==> config.mk <==
export PLATFORM = sky130hd
export DESIGN_NAME = fetch_stage_ctrl
export DESIGN_NICKNAME = d
export VERILOG_FILES = /design/src/rtl/fetch_stage_ctrl.sv
export SDC_FILE = /design/constraint.sdc
export NUM_CORES = 1
export LEC_CHECK = 0
export BUFFER_PORTS_ARGS = -buffer_cell sky130_fd_sc_hd__buf_2
export CORE_ASPECT_RATIO = 1.25
export CORE_MARGIN = 4
export CORE_UTILIZATION = 45
export CTS_CLUSTER_DIAMETER = 40
export CTS_CLUSTER_SIZE = 12
export DETAILED_ROUTE_END_ITERATION = 6
export GPL_TIMING_DRIVEN = 0
export PLACE_DENSITY_LB_ADDON = 0.15
export SLEW_MARGIN = 20
export SYNTH_ARGS = -nofsm -noshare
export SYNTH_HDL_FRONTEND = slang
export SYNTH_SLANG_ARGS = --single-unit
export TNS_END_PERCENT = 50
==> constraint.sdc <==
create_clock -name clk -period 2.2 [get_ports clk]
set_input_delay 0.22 -clock clk [delete_from_list [all_inputs] [get_ports clk]]
set_output_delay 0.22 -clock clk [all_outputs]
set_load 0.02 [all_outputs]
==> src/rtl/fetch_stage_ctrl.sv <==
// Fetch stage of the pipelined MIPS core: PC register, IF/ID register, imem request FSM
// and a one-entry skid buffer for instructions that return while decode is stalled.
module fetch_stage_ctrl #(
  parameter logic [31:0] RESET_PC = 32'h0000_0000
) (
  input  logic        clk,
  input  logic        rst,
  input  logic        stallF,
  input  logic        stallD,
  input  logic        pcsrcD,
  input  logic [31:0] pc_branchD,
  input  logic        jumpD,
  input  logic [31:0] pc_jumpD,
  output logic        imem_req,
  output logic [31:0] imem_addr,
  input  logic        imem_ready,
  input  logic [31:0] imem_rdata,
  output logic [31:0] pcF,
  output logic [31:0] instrD,
  output logic [31:0] pc_plus4D,
  output logic        validD
);

  typedef enum logic [0:0] {
    ST_REQ  = 1'b0,
    ST_KILL = 1'b1
  } state_t;

  state_t      state_r;
  logic [31:0] pc_r;
  logic [31:0] buf_r;
  logic        buf_valid_r;
  logic [31:0] pend_pc_r;
  logic [31:0] instr_d_r;
  logic [31:0] pc_plus4_d_r;
  logic        valid_d_r;

  logic        hold_s;
  logic        redirect_s;
  logic [31:0] target_s;
  logic [31:0] pc_inc_s;

  // Hazard/redirect decode; a redirect seen under stallD is re-presented by decode later.
  always_comb begin
    hold_s     = stallF | stallD;
    redirect_s = (pcsrcD | jumpD) & ~stallD;
    pc_inc_s   = pc_r + 32'd4;
    if (jumpD) begin
      target_s = pc_jumpD;
    end else begin
      target_s = pc_branchD;
    end
  end

  // PC, IF/ID, skid buffer and request FSM state.
  always_ff @(posedge clk) begin
    if (rst) begin
      state_r      <= ST_REQ;
      pc_r         <= RESET_PC;
      buf_r        <= 32'h0000_0000;
      buf_valid_r  <= 1'b0;
      pend_pc_r    <= 32'h0000_0000;
      instr_d_r    <= 32'h0000_0000;
      pc_plus4_d_r <= 32'h0000_0000;
      valid_d_r    <= 1'b0;
    end else if (redirect_s) begin
      instr_d_r   <= 32'h0000_0000;
      valid_d_r   <= 1'b0;
      buf_valid_r <= 1'b0;
      // An outstanding request must complete at its old address before the PC may move.
      if (imem_ready || buf_valid_r) begin
        pc_r    <= target_s;
        state_r <= ST_REQ;
      end else begin
        pend_pc_r <= target_s;
        state_r   <= ST_KILL;
      end
    end else begin
      case (state_r)
        ST_KILL: begin
          if (imem_ready) begin
            pc_r    <= pend_pc_r;
            state_r <= ST_REQ;
          end
          if (!hold_s) begin
            instr_d_r <= 32'h0000_0000;
            valid_d_r <= 1'b0;
          end
        end
        ST_REQ: begin
          if (buf_valid_r) begin
            if (!hold_s) begin
              instr_d_r    <= buf_r;
              pc_plus4_d_r <= pc_inc_s;
              valid_d_r    <= 1'b1;
              pc_r         <= pc_inc_s;
              buf_valid_r  <= 1'b0;
            end
          end else if (imem_ready) begin
            if (!hold_s) begin
              instr_d_r    <= imem_rdata;
              pc_plus4_d_r <= pc_inc_s;
              valid_d_r    <= 1'b1;
              pc_r         <= pc_inc_s;
            end else begin
              buf_r       <= imem_rdata;
              buf_valid_r <= 1'b1;
            end
          end else if (!hold_s) begin
            instr_d_r <= 32'h0000_0000;
            valid_d_r <= 1'b0;
          end
        end
        default: begin
          state_r <= ST_REQ;
        end
      endcase
    end
  end

  assign imem_req  = ~rst & ~buf_valid_r;
  assign imem_addr = pc_r;
  assign pcF       = pc_r;
  assign instrD    = instr_d_r;
  assign pc_plus4D = pc_plus4_d_r;
  assign validD    = valid_d_r;

endmodule

Yosys cells after proc, flatten, opt, wreduce, memory -nomap -nowiden

Index checks and enable logic that the tools add are counted.

Bits in registers: 163
Bits of input ports: 103
Output and inout port bits: 130
Logic and storage cells: 61

Add/subtract/negate cells: 1
Equality and inequality tests: 5
Muxes and demuxes: 29
Bitwise logic cells: 10
Reductions and logical operators: 8

Operator list:

| cell                                                             | number |
|---|---|
| 32-bit two-way mux                                               | 15 |
| 32-bit case mux with 2 select lines                              | 2 |
| 32-bit by 3-bit adder with 32-bit output (second input constant) | 1 |
| 1-bit two-way mux                                                | 11 |
| 3-bit != test (second input constant)                            | 2 |
| 1-bit inverter                                                   | 6 |
| 3-bit AND reduction                                              | 2 |
| 5-bit AND reduction                                              | 1 |
| 4-bit != test (second input constant)                            | 1 |
| 2-bit AND reduction                                              | 2 |
| 3-bit by 2-bit != test with 1-bit output (second input constant) | 1 |
| 1-bit bitwise AND                                                | 2 |
| 2-bit by 1-bit != test with 1-bit output (second input constant) | 1 |
| 1-bit OR                                                         | 2 |
| 1-bit case mux with 2 select lines                               | 1 |
| 2-bit nonzero test                                               | 1 |
| 2-bit OR reduction                                               | 1 |
| 1-bit logical OR                                                 | 1 |

Logic depth before layout (Yosys ltp)

Word-level depth: 6
Mapped depth: 8
Mapped depth without buffers: 6

Worst setup path after synthesis

Ideal clock, no wire load.

Path kind: register to register
From: reg pc_r[2] (netlist: imem_addr[2])
To: reg pc_r[30] (netlist: imem_addr[30])
Library setup time: 0.079 ns
Arrival time: 1.978 ns
Data required time: 2.121 ns
Setup slack: 0.143 ns
Cell stages (with the launch flop): 7
Path buffers: 0
Clock period less this slack: 2.057 ns
Cell sequence: dfxtp_1 -> ha_1 -> nand3_4 -> nor4_4 -> nand3_1 -> or3_1 -> o211ai_1

Longest elaborated chain between the ends: 6

RTL lines:

| item                                         | RTL line | RTL |
|---|---|---|
| start, declared                              | 30       | `logic [31:0] pc_r;` |
| start signal, assigned                       | 72       | `pc_r <= target_s;` |
| start signal, assigned                       | 82       | `pc_r <= pend_pc_r;` |
| start signal, assigned                       | 96       | `pc_r <= pc_inc_s;` |
| 32-bit by 3-bit adder with 32-bit output (*) | 47       | `pc_inc_s = pc_r + 32'd4;` |
| 32-bit two-way mux (*)                       | 92, 100  |  |
| 32-bit two-way mux                           | 99       | `end else if (imem_ready) begin` |
| 32-bit two-way mux (*)                       | 91       | `if (buf_valid_r) begin` |
| 32-bit case mux with 2 select lines (*)      | 79       | `case (state_r)` |
| 32-bit two-way mux (*)                       | 66       | `end else if (redirect_s) begin` |

Mark *: on every way between the ends. The rest lies on a longest branch, timed or not. The select of a mux whose other input is x is not followed.
A chain may end at the register's enable or synchronous reset.

Final worst setup path

From: reg pc_r[18] (netlist: imem_addr[18])
To: reg pc_r[29] (netlist: imem_addr[29])

The elaborated chain is that of the path after synthesis.

==> metrics.cfg <==
[grt]
overflow=0
antenna_found_initial=0
grt_pass1_vias=7383
grt_max_degree=17
grt_pass1_wl_um=40000
grt_usage_pct=25.6

[sta]
worst_slack_ns=0.0956
finClkSkew_ns=0.0105
post-route-min-period_ns=2.10
finalSetupViolations=0
timing.slew.headroom_pct=51.6
grt_setup_unrepaired=true
max_freq_mhz=475
worst_pin_slew_ns=0.725
drv_slew=0
post-route-period-util_pct=95.7
hold_slack_ns=0.0326
hold_viol=0

[logic_synthesis]
netlist_area_um2=7900
syn_nets=1065
yosys_warnings=0
synth_seq_area_share_pct=41.3
synth_seq_cells=163
synth_cell_types=58
synthFlopType=dfxtp_1
netlist_instances=961
synth_area_per_cell_um2=8.22
synth_edf_count=0
synthArstFlopShare_pct=0

[drt]
vias_per_cell=5.52
vias=8010
wirelength_um=26200
ant_nets=0
firstDrtPassIters=5
post-route-drc-count=0
avgRoutedWirePerCell_um=18.1
drt_iter0_drc=456

[placed_design]
hpwlAfterDp_um=19900
dpl_worst_slack_ns=-0.105
place_congestion=0.904
dpl.cell_count=1412
port-buffer-count=231

[clock_tree]
cts_sinks=163
numCtsBuffers=17
cts_tree=built
root_buffer=clkbuf_16
htree_levels=4
clockBufferDepth=2
worstSkewPairLatency_ns=0.44
clk_transition_reported_paths_ns=0.07
cts_hold_buffers=0

[floorplanning]
core_area_um2=17000
die_area_um2=19800
ios=233
dieWidth_um=127
rows=53
die_y_um=156
start_util_pct=46.4

[outcome]
status=complete, no violations

[setup_path]
worstPathArrival_ns=2.46
r2r_cells=5
critPathRequiredTime_ns=2.55
start_kind=register
end_kind=register
worstSetupPathType=register to register
crit_fanout=8

[finish]
layout.nets=1321
area_growth_pct=26.6
fin_cells=1450
most-common-layout-cells=252 x buf_2, 160 x dfxtp_1, 141 x nand2_1, 110 x a21oi_1, 96 x nor2_1
drive_gt1_share_pct=29.5
finalCoreUtilization_pct=58.7
n_antenna_cell=0
fillers=1620
layout_commonest_cell=buf_2

[power]
p_int_w=0.00524
p_per_area_nw_per_um2=741
p_total_w=0.00741
p_leak_nw=4.26
p_seq_share_pct=43.6
clkPwrFrac_pct=40.7
pwr-share-comb_pct=15.7
ir_drop_mv=0.597
p_switching_w=0.00217
swShare_pct=29.3

[worst_hold_path]
hold_class=input pin to register
holdPathStages=3

[job]
max_cap_violations=0

## routing by layer
| metal | vias up | track usage (%) | share of wire, % |
|---|---|---|---|
| met3 | 62 | 5.07 | 6.5 |
| met1 | 3702 | 30.3 | 39 |
| li1 | 3917 | - | - |
| met2 | 329 | 44.8 | 50 |
| met4 | 0 | 11.1 | 3.9 |
| met5 | - | 0 | 0 |
## worst max-delay path, stage by stage (launching register included)
cell and delay [ns]:
dfxtp_1 0.49, nand4_1 0.42, nor4_4 0.47, nand3_1 0.22
or3_1 0.34, o211ai_1 0.09
## through the flow
step                cell area [um2]  TNS [ns]
global route                  10000    -0.114
finish                        10000         0
floorplan                      7900         0
global placement               9330    -0.580
detailed placement             9330    -0.554
CTS                            9960         0
## registers in the layout, summed over array words and instances, names as in the netlist, named ones only
signal	count
buf_r	32
imem_addr	32
instrD	32
pc_plus4D	32
pend_pc_r	32
buf_valid_r	1
state_r	1
## layout make-up
class	count	area (um2)	area share (%)
Buffer	111	596	5.96
Clock inverter	13	149	1.49
Multi-Input combinational cell	682	4050	40.5
Tap cell	220	275	2.75
Sequential cell	163	3270	32.7
Inverter	5	18.8	0.188
Clock buffer	19	443	4.43
Timing Repair Buffer	237	1200	12.0
## timing repair
action	CTS	global route
setup buffers	4	2
pin swaps	2	1
endpoints found under the setup margin	11	33
gates resized for setup	1	14
## cells in the mapped netlist, types with 21 or more instances
library cell	count	area, um2
a211oi_1	49	368
a21oi_1	110	551
buf_2	21	105
buf_4	37	278
clkbuf_1	49	184
dfxtp_1	163	3260
mux2i_1	37	370
nand2_1	141	529
nand3_1	29	145
nor2_1	96	360
nor3_1	22	110
o21ai_0	53	265
o221ai_1	27	236
## cell families after synthesis
logic type | count (synthesis) | share of synthesized area, %
simple gates | 336 | 20.7
compound gates | 281 | 22.5
flops | 163 | 41.3
buf+inv | 116 | 7.71
mux | 38 | 4.83
xor+xnor | 26 | 2.88
fa+ha+maj | 1 | 0.158
## power groups by stage
| stage | logic [W] | clock network (W) | registers, W |
|---|---|---|---|
| 2_1_floorplan | 0.000660 | 0 | 0.00334 |
| 3_3_place_gp | 0.00115 | 0 | 0.00329 |
| 3_5_place_dp | 0.00116 | 0 | 0.00329 |
| 4_1_cts | 0.00117 | 0.00304 | 0.00323 |
| 5_1_grt | 0.00127 | 0.00317 | 0.00325 |
| 6_report | 0.00117 | 0.00302 | 0.00323 |
## path summary, 6_finish.rpt
check                 startpoint            end  slack [ns]
setup / recovery   imem_addr[18]  imem_addr[29]         0.1
hold / removal    imem_rdata[20]      buf_r[20]        0.03
setup reg to reg   imem_addr[18]  imem_addr[29]         0.1
hold reg to reg        instrD[9]      instrD[9]        0.45
(Power assumes the default switching activity.)
